==> config.mk <==
export PLATFORM = sky130hd
export DESIGN_NAME = regfile_wr_arbiter_flat
export DESIGN_NICKNAME = d
export VERILOG_FILES = /design/src/rtl/regfile_wr_arbiter_if.sv /design/src/rtl/regfile_wr_arbiter.sv /design/src/flat_wrapper.sv
export SDC_FILE = /design/constraint.sdc
export NUM_CORES = 1
export LEC_CHECK = 0
export ABC_CLOCK_PERIOD_IN_PS = 4650
export CAP_MARGIN = 20
export CORE_ASPECT_RATIO = 0.75
export CORE_MARGIN = 2
export CORE_UTILIZATION = 29
export DETAILED_ROUTE_END_ITERATION = 7
export SKIP_CTS_REPAIR_TIMING = 1
export SLEW_MARGIN = 30
export SYNTH_ARGS = -nofsm -noshare
export SYNTH_HDL_FRONTEND = slang
export SYNTH_SLANG_ARGS = --single-unit
export TNS_END_PERCENT = 1
==> constraint.sdc <==
create_clock -name clk -period 4.65 [get_ports clk]
set_input_delay 0.93 -clock clk [delete_from_list [all_inputs] [get_ports clk]]
set_output_delay 0.93 -clock clk [all_outputs]
set_load 0.005 [all_outputs]
==> src/rtl/regfile_wr_arbiter_if.sv <==
// Write-port bus between the four writeback requesters and the arbiter.
// master = requester side, slave = arbiter side.
interface regfile_wr_arbiter_if #(
  parameter int DATA_W = 64,
  parameter int ADDR_W = 5
);
  localparam int NREG = 1 << ADDR_W;

  logic [3:0]          req;
  logic [4*ADDR_W-1:0] req_addr;
  logic [4*DATA_W-1:0] req_data;
  logic [3:0]          gnt;
  logic                wr_en;
  logic [ADDR_W-1:0]   wr_addr;
  logic [DATA_W-1:0]   wr_data;
  logic [NREG-1:0]     wr_dec;
  logic [1:0]          ptr;

  modport master (
    output req, req_addr, req_data,
    input  gnt, wr_en, wr_addr, wr_data, wr_dec, ptr
  );

  modport slave (
    input  req, req_addr, req_data,
    output gnt, wr_en, wr_addr, wr_data, wr_dec, ptr
  );
endinterface

==> src/rtl/regfile_wr_arbiter.sv <==
// Round-robin arbiter sharing the register-file write port among
// ALU, load, link and debug writers; registers the winning write.
module regfile_wr_arbiter #(
  parameter int DATA_W   = 64,
  parameter int ADDR_W   = 5,
  parameter int ZERO_REG = 31
) (
  input logic                 clk,
  input logic                 reset,
  regfile_wr_arbiter_if.slave bus
);
  localparam int NREG = 1 << ADDR_W;
  localparam logic [ADDR_W-1:0] ZR = ADDR_W'(ZERO_REG);

  logic [3:0]        gnt_q;
  logic              en_q;
  logic [ADDR_W-1:0] addr_q;
  logic [DATA_W-1:0] data_q;
  logic [NREG-1:0]   dec_q;
  logic [1:0]        ptr_q;

  logic [3:0]        eff;
  logic              hit;
  logic [1:0]        win;
  logic [1:0]        idx;
  logic [ADDR_W-1:0] sel_addr;
  logic [DATA_W-1:0] sel_data;
  logic [NREG-1:0]   dec;

  // The requester granted this cycle still shows req; mask it out.
  assign eff = bus.req & ~gnt_q;

  always_comb begin
    hit = 1'b0;
    win = '0;
    idx = '0;
    for (int k = 0; k < 4; k++) begin
      idx = ptr_q + 2'(k);
      if (!hit && eff[idx]) begin
        hit = 1'b1;
        win = idx;
      end
    end
  end

  assign sel_addr = bus.req_addr[win*ADDR_W +: ADDR_W];
  assign sel_data = bus.req_data[win*DATA_W +: DATA_W];
  assign dec      = NREG'(1) << sel_addr;

  always_ff @(posedge clk or posedge reset) begin
    if (reset) begin
      gnt_q  <= '0;
      en_q   <= 1'b0;
      addr_q <= '0;
      data_q <= '0;
      dec_q  <= '0;
      ptr_q  <= '0;
    end else if (hit) begin
      gnt_q  <= 4'b0001 << win;
      addr_q <= sel_addr;
      data_q <= sel_data;
      ptr_q  <= win + 2'd1;
      if (sel_addr == ZR) begin
        en_q  <= 1'b0;
        dec_q <= '0;
      end else begin
        en_q  <= 1'b1;
        dec_q <= dec;
      end
    end else begin
      gnt_q <= '0;
      en_q  <= 1'b0;
      dec_q <= '0;
    end
  end

  assign bus.gnt     = gnt_q;
  assign bus.wr_en   = en_q;
  assign bus.wr_addr = addr_q;
  assign bus.wr_data = data_q;
  assign bus.wr_dec  = dec_q;
  assign bus.ptr     = ptr_q;
endmodule
==> src/flat_wrapper.sv <==
// flat-port wrapper written by rule: the top's interface ports become plain ports
module regfile_wr_arbiter_flat 
#(
  parameter int DATA_W   = 64,
  parameter int ADDR_W   = 5,
  parameter int ZERO_REG = 31
)
  (clk, reset, bus_req, bus_req_addr, bus_req_data, bus_gnt, bus_wr_en, bus_wr_addr, bus_wr_data, bus_wr_dec, bus_ptr);
  regfile_wr_arbiter_if #(.DATA_W(DATA_W), .ADDR_W(ADDR_W)) bus_i ();
  input logic clk;
  input logic reset;
  input wire logic [$bits(bus_i.req)-1:0] bus_req;
  input wire logic [$bits(bus_i.req_addr)-1:0] bus_req_addr;
  input wire logic [$bits(bus_i.req_data)-1:0] bus_req_data;
  output wire logic [$bits(bus_i.gnt)-1:0] bus_gnt;
  output wire logic [$bits(bus_i.wr_en)-1:0] bus_wr_en;
  output wire logic [$bits(bus_i.wr_addr)-1:0] bus_wr_addr;
  output wire logic [$bits(bus_i.wr_data)-1:0] bus_wr_data;
  output wire logic [$bits(bus_i.wr_dec)-1:0] bus_wr_dec;
  output wire logic [$bits(bus_i.ptr)-1:0] bus_ptr;
  assign bus_i.req = bus_req;
  assign bus_i.req_addr = bus_req_addr;
  assign bus_i.req_data = bus_req_data;
  assign bus_gnt = bus_i.gnt;
  assign bus_wr_en = bus_i.wr_en;
  assign bus_wr_addr = bus_i.wr_addr;
  assign bus_wr_data = bus_i.wr_data;
  assign bus_wr_dec = bus_i.wr_dec;
  assign bus_ptr = bus_i.ptr;
  regfile_wr_arbiter #(.DATA_W(DATA_W), .ADDR_W(ADDR_W), .ZERO_REG(ZERO_REG)) u_core (.clk(clk), .reset(reset), .bus(bus_i));
endmodule
## After elaboration in Yosys (flattened, before gate mapping)

Cells that the tools add are included.

| word-level totals | value |
|---|---|
| register bits | 108 |
| input port bits | 282 |
| output and inout bits | 108 |

| operators by class | value |
|---|---|
| add/sub/neg operators | 4 |
| multiply operators | 1 |
| magnitude comparators | 4 |
| equal/unequal tests | 1 |
| shift operators | 4 |
| muxes and demuxes | 21 |
| bitwise logic cells | 2 |
| reductions and logical operators | 6 |

Operator list:

| cell | count |
|---|---|
| 256-bit by 9-bit variable part select with 64-bit output | 1 |
| 32-bit 2-to-1 mux | 2 |
| 1-bit by 5-bit << shifter with 32-bit output (first input constant) | 1 |
| 20-bit by 6-bit variable part select with 5-bit output | 1 |
| 2-bit by 3-bit < comparator with 1-bit output (second input constant) | 4 |
| 1-bit 2-to-1 mux | 10 |
| 1-bit binary-select mux with 2-bit select | 4 |
| 2-bit 2-to-1 mux | 4 |
| 5-bit == test (second input constant) | 1 |
| 2-bit by 3-bit multiplier with 5-bit output (second input constant) | 1 |
| 2-bit by 1-bit adder with 2-bit output (second input constant) | 2 |
| 2-bit adder (second input constant) | 2 |
| 4-bit bitwise AND | 1 |
| 4-bit 2-to-1 mux | 1 |
| 4-bit inverter | 1 |
| 1-bit by 2-bit << shifter with 4-bit output (first input constant) | 1 |
| 1-bit logical AND | 3 |
| 1-bit logical NOT | 3 |

## Depth between registers and ports, before layout

| logic depth | value |
|---|---|
| depth after elaboration | 19 |
| depth in mapped cells | 10 |
| mapped depth without buffers | 7 |

## Worst setup path before layout

Ideal clock, no wire load.

| timing path | value |
|---|---|
| path kind | input port to flip-flop |
| start | input bus_req[1] |
| end | register u_core.dec_q[10], in the netlist u_core.bus.wr_dec[10] |
| setup time | 144 ps |
| data arrival time | 2302 ps |
| path slack | 2205 ps |
| stages on the path | 8 |
| buffers on the path | 1 |
| cells stage by stage | nor2b_2 a21boi_0 o21a_4 inv_6 buf_8 mux2i_1 mux2i_2 nor3_1 |

| on the way | value |
|---|---|
| cells in the longest elaborated chain, start to end | 18 |

RTL lines:

| element | line | RTL |
|---|---|---|
| start: declaration | flat_wrapper.sv:12 | `input wire logic [$bits(bus_i.req)-1:0] bus_req;` |
| 4-bit bitwise AND (*) | regfile_wr_arbiter.sv:31 | `assign eff = bus.req & ~gnt_q;` |
| 1-bit binary-select mux with 2-bit select | regfile_wr_arbiter.sv:39 | `if (!hit && eff[idx]) begin` |
| 1-bit 2-to-1 mux (implied by the code) | regfile_wr_arbiter.sv:39 |  |
| 1-bit 2-to-1 mux | regfile_wr_arbiter.sv:39 |  |
| 1-bit logical NOT | regfile_wr_arbiter.sv:39 |  |
| 1-bit logical AND | regfile_wr_arbiter.sv:39 |  |
| 1-bit 2-to-1 mux | regfile_wr_arbiter.sv:39 |  |
| 1-bit logical NOT | regfile_wr_arbiter.sv:39 |  |
| [... 2 more ...] | - |  |
| 1-bit logical NOT | regfile_wr_arbiter.sv:39 |  |
| 1-bit logical AND | regfile_wr_arbiter.sv:39 |  |
| 2-bit 2-to-1 mux | regfile_wr_arbiter.sv:39 |  |
| 2-bit by 3-bit multiplier with 5-bit output | regfile_wr_arbiter.sv:46 | `assign sel_addr = bus.req_addr[win*ADDR_W +: ADDR_W];` |
| 20-bit by 6-bit variable part select with 5-bit output | regfile_wr_arbiter.sv:46 |  |
| 5-bit == test / 1-bit by 5-bit << shifter with 32-bit output (equally long branches) | regfile_wr_arbiter.sv:63, regfile_wr_arbiter.sv:48 |  |
| 32-bit 2-to-1 mux | regfile_wr_arbiter.sv:63 | `if (sel_addr == ZR) begin` |
| 32-bit 2-to-1 mux (*) | regfile_wr_arbiter.sv:58 | `end else if (hit) begin` |
| end signal: assignment | regfile_wr_arbiter.sv:56 | `dec_q <= '0;` |
| end signal: assignment | regfile_wr_arbiter.sv:65 | `dec_q <= '0;` |
| end signal: assignment | regfile_wr_arbiter.sv:68 | `dec_q <= dec;` |
| end: declaration | regfile_wr_arbiter.sv:19 | `logic [NREG-1:0] dec_q;` |

Mark *: on every way between the ends. The rest lies on a longest branch, timed or not. The select of a mux whose other input is x is not followed.
A chain may end at the register's enable or synchronous reset.

## Final worst setup path

| timing path | value |
|---|---|
| start | input bus_req[1] |
| end | register u_core.dec_q[30], in the netlist u_core.bus.wr_dec[30] |

The elaborated chain is that of the path after synthesis.

==> flow_metrics.tcl <==
set metrics [dict create \
    status "completed" \
    diodes 0 \
    placed_cells 1475 \
    syn_nets 1128 \
    endpoint_kind "flip-flop" \
    fin_skew_ns 0.009446 \
    insertion_delay_ns 0.36 \
    cts.htree.levels 3 \
    setup_violations 0 \
    max-slew-margin-rel 0.4958 \
    comb_power_share 0.611 \
    clk_path_buf_depth 2 \
    die-area_sq_um 24420 \
    drc 0 \
    hold_end "u_core.bus.wr_data[41]" \
    ys_async_sr_fraction 1.000 \
    grt_pass1_vias 6782 \
    cts_tree "yes" \
    finalWeightedCongestion 0.8666 \
    drt-vias-per-instance 4.742 \
    die_h_um 135.8 \
    synth_ff_type "dfrtp_1" \
    final_core_util 0.4824 \
    pwr-share-seq 0.256 \
    path_clk_slew_ns 0.08 \
    synth_edf_count 0 \
    fp-row-count 48 \
    fmax_mhz 290.4 \
    ys_ff_latch 108 \
    hold_depth 2 \
    ff2ff_path_depth 7 \
    pwr-share-clk 0.133 \
    initial_core_util 0.2936 \
    maxCapViolCount 0 \
    finalNetCount 1472 \
    rsz0062_at_grt "false" \
    worst_setup_path_start_kind "primary input" \
    worst_pin_slew_ns 0.7562 \
    syn_avg_cell_area_sq_um 7.980 \
    critPathMaxFanout 90 \
    synth.area.top_cells "dfrtp_1 (40%), nand2_1 (19%), and3_1 (13%)" \
    yosys.area.top_type_share 0.4022 \
    crit_arrival_ns 3.70 \
    nFillCells 2294 \
    switching_power_mw 2.558 \
    via_count 7070 \
    dp_hpwl_mm 19.03 \
    root_buffer "clkbuf_16" \
    numCtsBuffers 9 \
    fin_crit_sh 0.7405 \
    min_from "u_core.bus.wr_data[41]" \
    path_class "primary input to flip-flop" \
    swShare 0.4147 \
    grtUsageTotal 0.2098 \
    drt_wl_total_mm 26.27 \
    yosysMostFrequentCell "nand2_1" \
    grt_overflow 0 \
    r2r_start "u_core.bus.gnt[1]" \
    p_leak_nw 4.839 \
    syn_inst 842 \
    yosysTopAreaCell "dfrtp_1" \
    power.density_nw_per_um2 558.7 \
    drt_pass1_iterations 4 \
    fin_cells 1491 \
    drive_above_1_share 0.05374 \
    drtAntennaViolNets 0 \
    total_power_mw 6.168 \
    yosysSeqAreaShare 0.4022 \
    io_buffers 389 \
    fp.dieW_um 179.8 \
    routedWlPerCell_um 17.62 \
    slew_viol_final 0 \
    cp_data_required_time_ns 4.91 \
    netlist_area_sq_um 6719 \
    antenna_found_initial 0 \
    ff2ff_setup_slack_ns 1.83 \
    io_pins 390 \
    r2r-end "u_core.bus.wr_dec[30]" \
    worst_ir_drop_vdd_uv 320.7 \
    holdWs_ns 0.4779 \
    grt_pass1_wl_mm 40.14 \
    drt_iter0_markers 414 \
    yosys_warnings 0 \
    ys_types 41 \
    grt_max_degree 106 \
    p_int_mw 3.610 \
    synthTopCellsByCount "nand2_1 (342), and3_1 (136), dfrtp_1 (108), o31ai_1 (68), clkbuf_1 (29)" \
    core_area_sq_um 22880 \
    hp-class "flip-flop to flip-flop" \
    clock_sinks 108 \
    finalSetupTns_ns 0 \
    area_growth_pct 64.30 \
    hold_violations 0 \
    fin_crit_ns 3.443 \
]
[cell type report]
type,instances,area (sq um),share of cell area
multi-input combinational,664,3628,0.3287
clock inverter,7,82.58,0.007480
sequential,108,2703,0.2448
timing repair buffer,400,4001,0.3625
clock buffer,9,225.2,0.02040
inverter,3,23.77,0.002153
tap,300,375.4,0.03400
[critical path: stages]
cell             delay, ns
clkdlybuf4s50_1       0.46
nor2b_2               0.20
a21boi_0              0.28
o21a_4                0.44
inv_6                 0.34
nand3_1               0.19
a32o_1                0.51
nor4b_2               0.29
[cells by family (layout without fill, tap and decap cells)]
family,count (synthesis),in the layout,share of synthesized area
simple gates,553,553,0.3948
mux,22,22,0.03892
fa+ha+maj,4,4,0.007449
other cells,1,1,0.0005581
compound gates,84,84,0.09646
flops,108,108,0.4022
buf+inv,70,419,0.05959
[per-layer routing]
metal  wire length [um]  part of all wire  vias up  global-route usage
met2              12500              0.48      272              0.3427
met1              11560              0.44     3266              0.2789
met4                231            0.0088        0             0.03433
met3               1981             0.075       11             0.06456
li1                   -                 -     3521                   -
met5                  0                 0        -                   0
[power by group through the flow]
| stage | Combinational [mW] | Clock (mW) | Sequential [mW] |
|---|---|---|---|
| CTS | 3.84 | 0.853 | 1.58 |
| global route | 4.15 | 0.882 | 1.62 |
| floorplan | 2.26 | 0 | 1.58 |
| detailed placement | 3.82 | 0 | 1.60 |
| global placement | 3.80 | 0 | 1.59 |
| finish | 3.77 | 0.821 | 1.58 |
[cell usage in the layout (no fill, tap or decap), types with 6 or more instances in the layout]
master | synthesis | layout
mux2i_1 | 14 | 14
nand2b_1 | 19 | 19
o31ai_1 | 68 | 68
clkdlybuf4s50_1 | 0 | 389
dfrtp_1 | 108 | 108
nor3_1 | 14 | 13
nor2_1 | 10 | 10
buf_4 | 9 | 9
and3_1 | 136 | 136
clkbuf_16 | 0 | 9
nand2_1 | 342 | 342
nor3_2 | 15 | 16
nand3_1 | 6 | 6
[sequential cells by signal (all words and copies together), names as in the netlist]
signal              count
u_core.bus.ptr          2
u_core.bus.wr_en        1
u_core.bus.wr_data     64
u_core.bus.wr_addr      5
u_core.bus.gnt          4
u_core.bus.wr_dec      32
[per-stage QoR]
step	setup slack (ns)	area, sq um
after floorplan	0.8744	6719
after global placement	0.9000	10730
after detailed placement	0.8805	10730
after CTS	1.250	11040
after global routing	0.9623	11040
final	1.207	11040
[worst max-delay path by stage]
stage | slack, ns | to | cells after the start | start
2_1_floorplan | 0.87 | u_core.bus.gnt[0] | 1 | reset
3_3_place_gp | 0.90 | u_core.bus.wr_en | 8 | bus_req[0]
3_5_place_dp | 0.88 | u_core.bus.wr_en | 8 | bus_req[0]
4_1_cts | 1.25 | u_core.bus.wr_dec[28] | 8 | bus_req[1]
5_1_grt | 0.96 | u_core.bus.wr_dec[30] | 8 | bus_req[1]
6_report | 1.21 | u_core.bus.wr_dec[30] | 8 | bus_req[1]
Power figures use the tool's default switching activity.
